[config.mk]
export PLATFORM = sky130hd
export DESIGN_NAME = ff_bank_multimode
export DESIGN_NICKNAME = d
export VERILOG_FILES = /design/src/rtl/ff_bank_multimode.sv
export SDC_FILE = /design/constraint.sdc
export NUM_CORES = 1
export LEC_CHECK = 0
export ABC_AREA = 1
export CORE_UTILIZATION = 45
export DETAILED_ROUTE_END_ITERATION = 16
export PLACE_DENSITY = 0.91
export SLEW_MARGIN = 20
export SYNTH_ARGS = -nofsm -noshare
export SYNTH_HDL_FRONTEND = slang
export SYNTH_SLANG_ARGS = --single-unit
[constraint.sdc]
create_clock -name clk -period 2 [get_ports clk]
set_clock_uncertainty 0.15 [all_clocks]
set_input_delay 0.2 -clock clk [delete_from_list [all_inputs] [get_ports clk]]
set_output_delay 0.2 -clock clk [all_outputs]
set_load 0.02 [all_outputs]
[src/rtl/ff_bank_multimode.sv]
// Bank of WIDTH flip-flops with runtime-selectable D/T/JK/SR personality and illegal-SR flagging.
// Optional saturating illegal-event counter enabled by defining FF_BANK_ERR_CNT_EN.
module ff_bank_multimode #(
  parameter int unsigned           WIDTH     = 8,
  parameter logic [WIDTH-1:0]      RESET_VAL = '0,
  parameter int unsigned           CNT_W     = 8
) (
  input  logic             clk,
  input  logic             rst_n,
  input  logic             en,
  input  logic [1:0]       mode,
  input  logic [WIDTH-1:0] a,
  input  logic [WIDTH-1:0] b,
  input  logic             clr_sticky,
  output logic [WIDTH-1:0] q,
  output logic [WIDTH-1:0] qb,
  output logic [WIDTH-1:0] err,
  output logic             err_sticky,
  output logic [CNT_W-1:0] err_cnt
);

  typedef enum logic [1:0] {
    MODE_D  = 2'b00,
    MODE_T  = 2'b01,
    MODE_JK = 2'b10,
    MODE_SR = 2'b11
  } mode_e;

  mode_e            mode_sel;
  logic [WIDTH-1:0] q_nxt;
  logic [WIDTH-1:0] err_nxt;

  assign mode_sel = mode_e'(mode);
  assign qb       = ~q;

  // b is never read in D/T modes, so an unknown b cannot reach q there
  always_comb begin
    q_nxt   = q;
    err_nxt = '0;
    if (en) begin
      unique case (mode_sel)
        MODE_D: q_nxt = a;
        MODE_T: q_nxt = q ^ a;
        MODE_JK: begin
          for (int unsigned i = 0; i < WIDTH; i++) begin
            case ({a[i], b[i]})
              2'b01:   q_nxt[i] = 1'b0;
              2'b10:   q_nxt[i] = 1'b1;
              2'b11:   q_nxt[i] = ~q[i];
              default: q_nxt[i] = q[i];
            endcase
          end
        end
        MODE_SR: begin
          for (int unsigned i = 0; i < WIDTH; i++) begin
            case ({a[i], b[i]})
              2'b01:   q_nxt[i] = 1'b0;
              2'b10:   q_nxt[i] = 1'b1;
              2'b11:   err_nxt[i] = 1'b1;
              default: q_nxt[i] = q[i];
            endcase
          end
        end
        default: q_nxt = q;
      endcase
    end
  end

  always_ff @(posedge clk or negedge rst_n) begin
    if (!rst_n) begin
      q          <= RESET_VAL;
      err        <= '0;
      err_sticky <= 1'b0;
    end else begin
      q   <= q_nxt;
      err <= err_nxt;
      if (|err_nxt)
        err_sticky <= 1'b1;
      else if (clr_sticky)
        err_sticky <= 1'b0;
    end
  end

`ifdef FF_BANK_ERR_CNT_EN
  localparam int unsigned PC_W  = $clog2(WIDTH + 1);
  localparam int unsigned SUM_W = CNT_W + PC_W;

  logic [PC_W-1:0]  pop;
  logic [SUM_W-1:0] sum;
  logic [SUM_W-1:0] cnt_max;
  logic [CNT_W-1:0] cnt_nxt;

  // Clear is applied before adding, so clear plus new events yields the new popcount
  always_comb begin
    pop = '0;
    for (int unsigned i = 0; i < WIDTH; i++)
      pop = pop + PC_W'(err_nxt[i]);
    cnt_max = SUM_W'({CNT_W{1'b1}});
    sum     = (clr_sticky ? '0 : SUM_W'(err_cnt)) + SUM_W'(pop);
    cnt_nxt = (sum > cnt_max) ? '1 : sum[CNT_W-1:0];
  end

  always_ff @(posedge clk or negedge rst_n) begin
    if (!rst_n)
      err_cnt <= '0;
    else
      err_cnt <= cnt_nxt;
  end
`else
  assign err_cnt = '0;
`endif

endmodule

## Yosys cells after proc, flatten, opt, wreduce, memory -nomap -nowiden

Index checks and enable logic that the tools add are counted.

- Flip-flop bits (word level): 17
- Word-level logic and storage cells: 103
- Latch bits: 0
- Memories kept: 0
- Memory bits (writable): 0
- Bits in read-only memories: 0
- Output and inout bits: 33
- Input bits: 22

- Add/subtract/negate cells: 0
- Order comparisons: 0
- $mul: 0
- Divide/modulo/power cells: 0
- Multiplexer cells: 29
- Reductions and logical operators: 11
- Bitwise logic cells: 10
- Shifts and indexed selects: 0
- Eq/ne operators: 43

Operators with widths:

| operator | number |
|---|---|
| $eq 2x2->1 const B | 18 |
| $ne 4x4->1 const B | 8 |
| $pmux 8 s4 | 1 |
| $ne 3x1->1 const B | 8 |
| $pmux 1 s3 | 8 |
| $reduce_and 3->1 | 8 |
| $eq 2x1->1 const B | 9 |
| $mux 8 | 2 |
| $pmux 1 s2 | 8 |
| $mux 1 | 10 |
| $not 1->1 | 8 |
| $not 8->8 | 1 |
| $reduce_or 8->1 | 1 |
| $xor 8x8->8 | 1 |
| $logic_not 2->1 | 1 |
| $reduce_bool 2->1 | 1 |

## Logic depth before layout (Yosys ltp)

Gate-level depths: netlist (run 1).

- Depth in word-level cells: 6
- Depth in mapped cells: 8
- Depth with buffers taken out: 8

## Worst setup path before layout (run 1)

No wires, ideal clock.

- Path kind: reg2reg
- From: register q[7]
- To: register q[7]
- Period minus slack after synthesis: 1.230 ns
- Required time: 1.720 ns
- Stages on the path, launching flop included: 6
- Path buffers: 0
- Arrival time: 0.950 ns
- Slack: 0.770 ns
- Library setup time: 0.130 ns
- Cell sequence: dfrtp_1 > inv_1 > o21ai_0 > nand2_1 > nand2_1 > o21ai_0

- Cells in the longest elaborated chain, start to end: 3
- Elaborated cells on any way between the ends: 4
- Classes of those cells: mux (2); bitwise (2)

Ends and longest elaborated chain:

| element | RTL line | text |
|---|---|---|
| start: declaration | 15 | `output logic [WIDTH-1:0] q,` |
| start signal: assignment | 75 | `q <= q_nxt;` |
| $not 1->1 | 49 | `2'b11: q_nxt[i] = ~q[i];` |
| $pmux 1 s3 | 46 | `case ({a[i], b[i]})` |
| $pmux 8 s4 (*) | 41 | `unique case (mode_sel)` |

Every way passes the cells marked *; elsewhere a longest branch is shown, timed or not.
A chain may end at the register's enable or synchronous reset.

## Worst setup path in the final report (run 1)

- From: register q[6]
- To: output port qb[6]

- Cells in the longest elaborated chain, start to end: 1

Ends and longest elaborated chain:

| element | RTL line | text |
|---|---|---|
| $not 8->8 | 34 | `assign qb = ~q;` |
| end: declaration | 16 | `output logic [WIDTH-1:0] qb,` |

Every way passes these cells.

==> results of run 1 <==
-- metrics by stage --
step,hold WS (ps),utilization (%),area [sq um]
5_1_grt,85.7,68.0,1750
3_3_place_gp,345,67.0,1720
6_report,64.2,68.0,1750
4_1_cts,73.8,68.0,1750
3_5_place_dp,359,67.0,1720
2_1_floorplan,-246,-,1290
-- path summary, 6_finish.rpt --
path,start,to,slack [ps],depth (start not counted)
worst max-delay path,q[6],qb[6],220,2
worst min-delay path,rst_n,q[7],60,2
worst max register to register,q[6],q[6],920,5
worst min register to register,q[7],q[7],380,2
max in group asynchronous,rst_n,q[0],1450,2
min in group clk,b[6],err[6],370,3
-- layer usage --
layer	part of all wire [%]	GRT usage, %
met5	0	0
met4	1.3	8.75
met3	6.9	3.28
met2	46	34.7
met1	45	27.0
-- cells in the final DEF (no fill, tap or decap) --
cell type	netlist	final
sky130_fd_sc_hd__a21oi_1	11	11
sky130_fd_sc_hd__a21oi_2	3	3
sky130_fd_sc_hd__buf_4	8	4
sky130_fd_sc_hd__clkbuf_1	0	1
sky130_fd_sc_hd__clkbuf_4	0	3
sky130_fd_sc_hd__clkdlybuf4s50_1	0	46
sky130_fd_sc_hd__conb_1	1	8
sky130_fd_sc_hd__dfrtp_1	17	17
sky130_fd_sc_hd__inv_1	25	25
sky130_fd_sc_hd__inv_2	4	4
sky130_fd_sc_hd__inv_6	1	1
sky130_fd_sc_hd__nand2_1	64	64
sky130_fd_sc_hd__nand2_2	1	1
sky130_fd_sc_hd__nand2_4	1	1
sky130_fd_sc_hd__nand3_1	20	20
sky130_fd_sc_hd__nor2_1	26	26
sky130_fd_sc_hd__nor2_2	1	1
sky130_fd_sc_hd__nor2_4	1	1
sky130_fd_sc_hd__nor3_1	1	1
sky130_fd_sc_hd__o211ai_1	1	1
sky130_fd_sc_hd__o21ai_0	9	9
sky130_fd_sc_hd__o21bai_1	1	1
-- registers in the layout (all words and copies together) (netlist names) --
| name | cells |
|---|---|
| err_sticky | 1 |
| q | 8 |
| err | 8 |
-- synth_stat cells (3+ instances only) --
cell / instances / area share [%]
sky130_fd_sc_hd__a21oi_1: 11 / 4.4
sky130_fd_sc_hd__nand2_1: 64 / 19
sky130_fd_sc_hd__a21oi_2: 3 / 2.1
sky130_fd_sc_hd__nor2_1: 26 / 7.7
sky130_fd_sc_hd__nand3_1: 20 / 7.9
sky130_fd_sc_hd__buf_4: 8 / 4.7
sky130_fd_sc_hd__inv_1: 25 / 7.4
sky130_fd_sc_hd__o21ai_0: 9 / 3.6
sky130_fd_sc_hd__dfrtp_1: 17 / 34
sky130_fd_sc_hd__buf_6: 3 / 2.7
sky130_fd_sc_hd__inv_2: 4 / 1.2
-- logic make-up (layout without fill, tap and decap cells) --
logic type / after synthesis / in the layout
other cells: 1 / 8
compound gates: 25 / 25
flops: 17 / 17
simple gates: 115 / 115
buf+inv: 42 / 84
-- power breakdown --
group          switching [W]  total (W)  internal (W)
Sequential         0.0000314   0.000407      0.000375
Clock               0.000114   0.000192     0.0000779
Combinational       0.000238   0.000433      0.000195
-- area by class of cell --
cell class	count	area (sq um)	share of cell area, %
inverter	30	118	6.73
sequential	17	425	24.4
tap	30	37.5	2.15
clock buffer	4	26.3	1.50
multi-input combinational	148	649	37.2
timing repair buffer	50	490	28.1
==> results.md, run 1 <==
- The flow ran to the end, and the final reports show no timing, DRC or antenna violations.
- The initial antenna violation count was 0.
- The post-placement cell count is 275.
- In this run the number of H-tree levels came out at 1.
- After technology mapping, the gate count stands at 200.
- A synthesized cell averages 6.32 sq um.
- CTS placed an instance of sky130_fd_sc_hd__clkbuf_4 at the clock tree root.
- The share of synthesized registers carrying an async set or reset is 100%.
- The number of buffer cells added on primary ports is 46.
- The number of antenna cells inserted is 0.
- The worst endpoint data arrival time is 1430 ps.
- The first detailed-routing pass ran for 4 iterations.
- Data on the critical path is required at its endpoint by 1650 ps.
- The number of global-route vias before repair came to 1082.
- The first global-routing pass estimated 4.46 mm of wire.
- In the synthesized netlist the dominant register cell turns out to be sky130_fd_sc_hd__dfrtp_1.
- The delay of the slowest cell on the worst path is 610 ps.
- The smallest setup slack after layout is 223 ps.
- The total die area is 3030 sq um.
- The count of cell types in the netlist is 21.
- The category of the worst setup path capture point is a primary output.
- The peak clock frequency supported by timing is 0.563 GHz.
- The average wire per standard cell is 10.3 um.
- Timing analysis after detailed placement gives a worst setup slack of 164 ps.
- The smallest clock period supported by the final layout is computed as 1780 ps.
- The final layout contains 272 nets.
- The number of clock buffers inserted by TritonCTS is 3.
- In this run, the number of DRC markers left after iteration 0 of detailed routing was 51.
- The longest clock path from root to sink contains 2 buffers.
- The power after layout is 0.00103 W.
- The max-capacitance violation count is 0.
- Global routing used 21.0% of the available tracks across all layers.
- The final-layout fill cell count is 240.
- The area fraction in and, or, nand and nor cells after synthesis is 37.8%.
- The final sum of negative setup slack is 0 ps.
- The post-synthesis compound-gate area fraction is 11.2%.
- Among cell families on the critical path, the largest total delay comes from buffers and inverters.
- In this run, synthesis produced a sequential element count of 17.
- The clock net in this run drives a total of 17 sinks.
- The starting utilization of the core area is 49.3%.
- After detailed routing, the total wire length is 2.87 mm.
- The final route contains 1320 vias.
- Setup violations remaining at the end of the flow were counted as 0.
- The clock-pin slew on the worst setup and hold paths is 100 ps.
- Post-CTS timing repair inserted 0 buffers for setup.
- The kind of launch point of the worst setup path is a flip-flop.
- The number of buffers inserted by hold repair at cts is 0.
- The max-slew violation total from the final report came to 0.
- Setup repair after global routing left no endpoint under its margin.
- The number of nets with antenna violations after detailed routing is 0.
- After synthesis, the largest family of logic cells by area is simple AND/OR/NAND/NOR gates.
- The die extent in x is 55.0 um.
- At the later pin of the worst-skew pair, clock insertion delay measures 300 ps.
- Counting flops with a built-in enable in the synthesized netlist gives 0.
- The floorplan has 18 rows.
- The portion of netlist area occupied by mux cells is 0%.
- After clock tree synthesis, the repair step resized 0 gates.
- Among all stages on the critical path, the largest delay is contributed by sky130_fd_sc_hd__clkdlybuf4s50_1.
- For this run, the number of Yosys warnings is 0.
- The synthesis-to-finish area growth is 38.1%.
- TritonCTS built the clock tree.
- The region available for standard cell placement spans 2570 sq um.
- The synthesized netlist devotes 0% of its cell area to XOR and XNOR gates.
- Of the total synthesized cell area, the portion taken by full adders, half adders and majority gates is 0%.
- The start-to-end type of the worst setup path is reg2out.
- The number of failing hold endpoints at the final stage came to 0.
- The post-route netlist has 7.63% of its cells at a drive strength greater than 1.
- Pin placement for this block handled 55 I/O pins.
- The finished layout holds 279 standard cells, fillers aside.
- Summing every instance area after synthesis gives 1260 sq um.
- The power per cell area is 591 nW/um^2.
- Dividing the detail-routed via count by the number of cells gives 4.73.
- The critical path contains buffers and inverters numbering 2 combined.
- Entering global routing, the biggest net connects 18 pins.
- Across the VDD grid, the largest voltage drop is 0.000523 V.
- The weighted congestion reported at the end of routability-driven placement is 0.843.
- In the routed design, unresolved DRC markers number 0.
- Walking the worst path, the cells encountered are inv_1 -> clkdlybuf4s50_1.
- Sequential cells were found to cover 33.6% of the synthesized design area.
- The classification of the worst-slack hold path is in2async.
- The HPWL reported at the end of detailed placement is 2.24 mm.
- In the finished design, the share of the clock period the worst path needs comes to 88.9%.
- For this run the aggregate overflow at the end of global routing stands at 0.
- The maximum fanout along the worst path is 4.
- The leakage power total is 0.902 nW.
- The die is 55.0 um tall.
Note: power is estimated with default switching activity, not from simulation.
==> inputs of run 2 (changes only) <==
CORE_UTILIZATION = 67   (was 45)
DONT_BUFFER_PORTS = 1   (was default)
PLACE_DENSITY = 0.89   (was 0.91)
==> run 2 against run 1 <==
Worst setup slack lost 95 ps. Critical endpoint is now q[0]. Non-clock buffer count is 29 lower. Critical path depth rose by 5.
==> results.md, run 2 (same netlist as run 1, synthesis figures left out) <==
- The aggregate routed wire length is 3.00 mm.
- The top cell types in the final layout, fill and taps aside, are sky130_fd_sc_hd__nand2_1 (64), sky130_fd_sc_hd__nor2_1 (26), sky130_fd_sc_hd__inv_1 (25).
- The synthesis-to-finish area growth is 15.5%.
- The met2 routing resource usage after global routing is 54.0%.
- Once the floorplan was initialized, standard cells occupied 72.5% of the core.
- Setup violations remaining at the end of the flow were counted as 0.
- The start-to-end type of the worst setup path is reg2reg.
- The transition at the pin with the smallest max-transition slack is 783 ps.
- Dividing the detail-routed wire length by the instance count gives 12.3 um.
- The critical path goes through inv_1 -> nor2_1 -> nand2_1 -> nand2_1 -> nor2_1 -> a21oi_1 -> dlygate4sd3_1.
- The number of antenna cells inserted is 0.
- The number of top-level pins is 55.
- The number of sinks on the clock net is 17.
- The congestion estimate from routability-driven global placement came to 0.823.
- STA classifies the critical path startpoint as a flip-flop.
- The maximum fanout along the worst path is 3.
- Using the TritonRoute via totals, the vias-per-cell ratio works out to 5.42.
- In this run switching power makes up 39.7% of total power.
- The clock latency on the worst-skew pair is 280 ps.
- The floorplan step defined a die boundary enclosing 2070 sq um.
- The most common cell after layout, fill and taps aside is sky130_fd_sc_hd__nand2_1.
- The worst pin sits at a relative slew slack of 47.6%.
- The number of global-route vias before repair is 1159.
- The number of gates resized after CTS is 0.
- Setup slack on the worst reg-to-reg path comes out at 130 ps.
- The HPWL reported at the end of detailed placement is 2.00 mm.
- The depth of the CTS H-tree is 1.
- Max-cap violations in this run came to 0.
- In the final layout, the registers with the most flip-flops are err: 8 flops, q: 8 flops, err_sticky: 1 flops.
- The power after layout is 0.000898 W.
- The vertical extent of the die is 45.5 um.
- In this run the remaining antenna-violating nets after routing total 0.
- The number of violations reported at the end of detailed-routing iteration 0 is 61.
- The number of clock buffers added by TritonCTS is 3.
- The post-route DRC violation count is 0.
- The leakage power total is 0.789 nW.
- The met3 capacity usage during global routing is 7.54%.
- The number of failing hold endpoints at the final stage came to 0.
- The net count of the finished layout is 243.
- The slowest cell on the critical path is sky130_fd_sc_hd__dlygate4sd3_1.
- The peak-usage layer in the global routing report is met2.
- After clock tree synthesis, the clock-pin slew on the worst setup and hold paths is 110 ps.
- In the global route stage, met1 resource usage came out at 43.5%.
- In this design, the stage delay of the slowest critical-path cell is 560 ps.
- The count of buffers added on input and output ports is 0.
- Entering global routing, the biggest net connects 18 pins.
- For the final routed database, the setup TNS stands at 0 ps.
- The hold path startpoint is a[6].
- The clock root buffer is sky130_fd_sc_hd__clkbuf_4.
- The run finished with clean final reports.
- The max-slew violation total from the final report is 0.
- The endpoint identified for the worst register-to-register timing path is q[0].
- Data on the critical path arrives at its endpoint at 1910 ps.
- The category of the worst setup path capture point is a flip-flop.
- Data on the critical path is required at its endpoint by 2040 ps.
- The hold-critical path endpoint is q[6].
- The reported net switching power is 0.000357 W.
- The die extent in x is 45.5 um.
- The share of total power dissipated in combinational logic is 28.8%.
- No sink is reached through more buffers than the 2 on the longest clock path.
- For this run the aggregate overflow at the end of global routing stands at 0.
- The peak clock frequency supported by timing is 0.534 GHz.
- Summing over every cut layer, the via total after detailed routing is 1327.
- IR analysis of the VDD net gives a maximum drop of 0.000384 V.
- For this run, the detailed router's first-pass iteration total came to 4.
- The startpoint identified for the worst register-to-register timing path is q[0].
- The path class of the tightest hold or removal check is in2reg.
- The power per cell area is 615 nW/um^2.
- The clock network power share is 21.0%.
- The total global routing track utilization is 33.0%.
- Setup repair after global routing left no endpoint under its margin.
- The global-route wire length before repair is 4.97 mm.
- Measured in cells, the most critical reg-to-reg path has a length of 7.
- The post-route fraction of the period consumed by the critical path is 93.6%.
- Internal power comes to 0.000541 W.
- The floorplan step defined a core boundary enclosing 1750 sq um.
- After floorplanning, the core was divided into 15 placement rows.
- The initial antenna violation count is 0.
- The share of layout cells above drive strength 1 is 7.27%.
- The sequential share of power is 50.2%.
- The final critical delay including setup and external delays is 1870 ps.
- TritonCTS built the clock tree.
- Counting instances, the worst hold path has a depth of 3.
-- run 2: power by group through the flow --
stage	clock network [W]	logic [W]	registers [W]
after CTS	0.000190	0.000254	0.000449
final	0.000189	0.000259	0.000451
after floorplan	0	0.000207	0.000448
after global routing	0.000208	0.000290	0.000455
after global placement	0	0.000198	0.000454
after detailed placement	0	0.000206	0.000456
-- run 2: how the worst max path moves through the flow --
| stage | start | to | slack (ps) | cells past startpoint |
|---|---|---|---|---|
| global placement | q[0] | q[0] | 730 | 6 |
| finish | q[0] | q[0] | 130 | 7 |
| floorplan | q[7] | q[7] | 770 | 5 |
| CTS | q[5] | q[5] | 140 | 7 |
| global route | q[0] | q[0] | 30 | 7 |
| detailed placement | q[7] | q[7] | 700 | 5 |
-- run 2: through the flow --
step	area [sq um]	cells	setup slack (ps)	hold slack (ps)	util, %
after floorplan	1290	207	770	-246	-
after global placement	1220	220	728	-245	70.1
after detailed placement	1220	220	696	-245	70.1
after CTS	1460	245	141	3.83	83.7
after global routing	1460	245	28.6	29.2	83.7
final	1460	245	127	0.881	83.7
-- run 2: cell type report --
cell class              count  area, sq um
multi-input cells         148          649
flip-flops and latches     17          425
fillers                   101          284
repair buffers             21          210
inverters                  30          118
well taps                  25         31.3
clock buffers               3         22.5
clock inverters             1         5.00
-- run 2: what timing repair did --
item                      in CTS  in global routing
hold endpoints to repair      33                  0
setup buffers                  0                  0
hold buffers                  21                  0
-- run 2: per-layer routing --
metal / wire length, um / up-vias / part of all wire, %
li1: - / 642 / -
met1: 1190 / 579 / 39
met2: 1460 / 94 / 48
met3: 315 / 12 / 10
met4: 47 / 0 / 1.6
met5: 0 / - / 0
-- run 2: critical path, delay by kind of cell, from the launching register on --
kind	cells	cell delay (ps)
buffers and inverters	2	790
AOI/OAI and AO/OA	1	70
and+or+nand+nor	4	270
DFF	1	480
==> variant 1, RTL diff (flow settings as in run 1) <==
Build with the macro `FF_BANK_ERR_CNT_EN` defined.
--- a/src/rtl/ff_bank_multimode.sv
+++ b/src/rtl/ff_bank_multimode.sv
@@ -1,5 +1,7 @@
 // Bank of WIDTH flip-flops with runtime-selectable D/T/JK/SR personality and illegal-SR flagging.
 // Optional saturating illegal-event counter enabled by defining FF_BANK_ERR_CNT_EN.
+`define FF_BANK_ERR_CNT_EN
+
 module ff_bank_multimode #(
   parameter int unsigned           WIDTH     = 8,
   parameter logic [WIDTH-1:0]      RESET_VAL = '0,
Check against the original RTL: not equivalent (Yosys sat finds a counterexample within 4 cycles, from zero or initial values and one cycle with rst_n low).
==> variant 1 against run 1 <==
  * Hold slack got worse by 0.016 ns
  * Worst setup slack got worse by 1.5 ns
  * Area after synthesis rose by 37%
  * Highest routed layer unchanged
  * Utilization rose by 8.7 points
  * Total power rose by 39%
  * Sequential cell count rose by 8
  * Sequential power rose by 43%
  * The flow now finishes with violations (setup timing)
  * Die area rose by 36%
  * Final area rose by 62%
  * Routed wire length rose by 89%
  * Sequential share of layout area fell by 2.3 points
==> variant 1: results (changes against run 1) <==
* Worst setup endpoint: err_cnt[4]$_DFF_PN0_
* WS Path Type: in2reg
* PortBufs at 54 (+17%)
* GPL Wtd Cong at 0.884 (+4.8%)
* Setup crit start: mode[1]
* First-pass GRT wire length at 8890 um (+99%)
* GRT Total Usage at 0.284 (+0.0743)
* Layout cells sized above 1 at 0.227 (+0.150)
* Post-CTS Resized at 52 (+52)
* Pin count of the biggest net entering global routing at 26 (+8)
* Via density at 5.03 (+6.3%)
* Largest regs: err x8, err_cnt x8, q x8
* Sw frac at 0.338 (-0.0334)
* Worst Setup Slack, final at -1.29 ns (-1.51 ns)
* CP arrival at 3.31 ns (+1.88 ns)
* Met1 Wirelength at 2140 um (+65%)
* Total power at 1.44 mW (+39%)
* Routed met2 length at 2810 um (+110%)
* # Post-CTS Setup Buffers at 5 (+5)
* Status: finished with violations
* Met3 Usage GRT at 0.0464 (+0.0136)
* Routed met3 length at 354 um (+78%)
* HPWL Detailed at 3720 um (+67%)
* Worst VDD drop at 0.000432 V (-17%)
* Violated checks: setup timing
* Clk_lat worst skew at 0.28 ns (-0.02 ns)
* Clock root cell: clkbuf_8
* FF-to-FF setup slack at -0.88 ns (-1.80 ns)
* Lkg Pwr at 1.55 nW (+72%)
* Met1 Track Usage GR at 0.355 (+0.0844)
* Synth cell count leaders: nand2_1, inv_1, nand3_1, nor2_1, dfrtp_1
* Reg2Reg Depth at 10 (+5)
* Post-synthesis xor/xnor area fraction at 0.0101 (+0.0101)
* Compound-cell area share of the yosys netlist at 0.0634 (-0.0483)
* Final setup violation count at 8 (+8)
* Area contributors post-synth: dfrtp_1, nand2_1, inv_1
* Placed Area at 2690 um2 (+56%)
* Netlist cell types at 23 (+9.5%)
* Final net count at 388 (+43%)
* DR WL/cell at 13.5 um (+32%)
[variant 1: how the worst min path moves through the flow]
stage | from | to | slack, ns
after floorplan | rst_n | err[0]$_DFF_PN0_ | -0.25
after global placement | q[2]$_DFFE_PN0P_ | q[2]$_DFFE_PN0P_ | 0.34
after detailed placement | q[2]$_DFFE_PN0P_ | q[2]$_DFFE_PN0P_ | 0.36
after CTS | a[3] | q[3]$_DFFE_PN0P_ | 0.05
after global routing | a[3] | q[3]$_DFFE_PN0P_ | 0.06
final | a[3] | q[3]$_DFFE_PN0P_ | 0.05
[variant 1: area by class of cell]
cell class	instances	share of cell area
multi-input cells	173	0.358
repair buffers	99	0.313
flip-flops and latches	25	0.221
inverters	52	0.0716
well taps	48	0.0212
clock buffers	4	0.0159
[variant 1: stage by stage]
step	setup TNS (ns)	std cells	utilization	worst slack, ns	hold WS (ns)
6_report	-9.44	401	0.767	-1.29	0.0482
5_1_grt	-10.21	401	0.767	-1.38	0.0551
4_1_cts	-10.47	399	0.758	-1.37	0.0492
3_5_place_dp	-16.65	390	0.728	-2.14	0.357
3_3_place_gp	-15.35	390	0.728	-1.98	0.343
2_1_floorplan	-10.12	252	-	-1.34	-0.246
[variant 1: critical path, cell delays in order]
cell and delay, ns:
buf_12 0.12, nand2_4 0.06, inv_4 0.04, nand3_4 0.08, nor2_4 0.05, fa_1 0.54
inv_2 0.04, fa_1 0.51, fa_1 0.44, fa_2 0.38, fa_2 0.36, inv_2 0.08
nand2_2 0.07, nand3_4 0.08, xor2_1 0.18, nand2_1 0.08
[variant 1: cell families after synthesis]
group,count (synthesis)
and+or+nand+nor,138
buffers and inverters,54
DFF,25
AOI/OAI and AO/OA,21
adders and majority gates,12
xor gates and xnor gates,2
==> variant 2, RTL diff (settings of run 1) <==
Made on the original files. Register the output `err` once more, with the module's reset; this adds one clock of latency there. The other outputs are not delayed to match.
--- a/src/rtl/ff_bank_multimode.sv
+++ b/src/rtl/ff_bank_multimode.sv
@@ -25,6 +25,8 @@
     MODE_JK = 2'b10,
     MODE_SR = 2'b11
   } mode_e;
+
+  logic [WIDTH-1:0] err_s0;
 
   mode_e            mode_sel;
   logic [WIDTH-1:0] q_nxt;
@@ -69,11 +71,11 @@
   always_ff @(posedge clk or negedge rst_n) begin
     if (!rst_n) begin
       q          <= RESET_VAL;
-      err        <= '0;
+      err_s0     <= '0;
       err_sticky <= 1'b0;
     end else begin
       q   <= q_nxt;
-      err <= err_nxt;
+      err_s0 <= err_nxt;
       if (|err_nxt)
         err_sticky <= 1'b1;
       else if (clr_sticky)
@@ -110,5 +112,13 @@
   assign err_cnt = '0;
 `endif
 
+  always_ff @(posedge clk or negedge rst_n) begin
+    if (!rst_n) begin
+      err <= '0;
+    end else begin
+      err <= err_s0;
+    end
+  end
+
 endmodule
 
Behaviour: not the same (Yosys sat finds a counterexample within 4 cycles, from zero or initial values and one cycle with rst_n low).
==> variant 2 against run 1 <==
  * Count of clock-buffer cells in the layout fell by 1
  * Final cell count grew 7.9%
  * Die area grew 12%
  * Final area increased by 10%
  * Global-route usage down 0.52 points
  * Total power rose by 17%
  * Routed wire length is 12% higher
  * Area after synthesis is 12% higher
  * Sequential cell count rose by 8
  * Sequential power up 40%
  * Worst setup slack lost 0.014 ns
==> variant 2: results (changes against run 1) <==
* Sequential area share after synthesis at 0.440 (+0.104)
* Clock slew at reported path FFs at 0.14 ns (+0.04 ns)
* Fillcell total at 266 (+11%)
* Initial drt markers at 46 (-9.8%)
* Net Switching at 414 uW (+8.1%)
* Met1 Wirelength at 1350 um (+4.0%)
* Largest regs: err x8, err_s0 x8, q x8
* First-pass GRT wire length at 5290 um (+19%)
* Placed Area at 1900 um2 (+10%)
* Netlist cell types at 16 (-24%)
* GPL Wtd Cong at 0.833 (-1.2%)
* Hold WS at 0.0772 ns (+0.0130 ns)
* Via density at 4.64 (-1.9%)
* Routed met3 length at 184 um (-7.5%)
* Pin count of the biggest net entering global routing at 26 (+8)
* Tmin final at 1.79 ns (+0.0138 ns)
* Logic pwr share at 0.339 (-0.081)
* Met2 GRT Util at 0.356 (+0.00893)
* Final design area excluding fillers at 1930 um2 (+10%)
* Status: complete, no violations
* GRT Total Usage at 0.205 (-0.00524)
* Met1 Track Usage GR at 0.247 (-0.0230)
* Area contributors post-synth: dfrtp_1, nand2_1, nor2_1
* Vias in the first global route at 1241 (+15%)
* Final net count at 280 (+2.9%)
* HPWL Detailed at 2420 um (+8.1%)
* Pre-CTS setup slack at 0.181 ns (+0.0170 ns)
* DR WL/cell at 10.7 um (+4.0%)
* Vias at 1397 (+5.8%)
* Combinational power at 411 uW (-5.1%)
* Sequential Power Share at 0.469 (+0.075)
* Worst VDD drop at 0.000330 V (-37%)
* Synth cell count leaders: nand2_1, nor2_1, inv_1
* Met3 Usage GRT at 0.0402 (+0.00739)
[variant 2: cell types whose count changed in the layout (fill, tap and decap cells not counted), sizes merged, moves of 3 or more]
cell | run 1 | this run
nor2 | 28 | 38
a21oi | 14 | 6
dfrtp | 17 | 25
nand3 | 20 | 12
o21ai | 9 | 16
nor3 | 1 | 4
[variant 2: final cells by class]
cell class,count,area share
clock inverter,1,0.00260
timing repair buffer,49,0.251
clock buffer,3,0.0117
multi-input combinational,150,0.325
sequential,25,0.325
inverter,29,0.0565
tap,44,0.0286
[variant 2: path summary, 6_finish.rpt]
check,startpoint,end,cells after the start
worst max-delay path,q[7]$_DFFE_PN0P_,qb[7],2
worst max register to register,q[7]$_DFFE_PN0P_,q[7]$_DFFE_PN0P_,4
worst min register to register,err_s0[2]$_DFF_PN0_,err[2]$_DFF_PN0_,0
min in group clk,err_s0[2]$_DFF_PN0_,err[2]$_DFF_PN0_,0
max in group asynchronous,rst_n,q[2]$_DFFE_PN0P_,2
worst min-delay path,rst_n,err_s0[2]$_DFF_PN0_,2
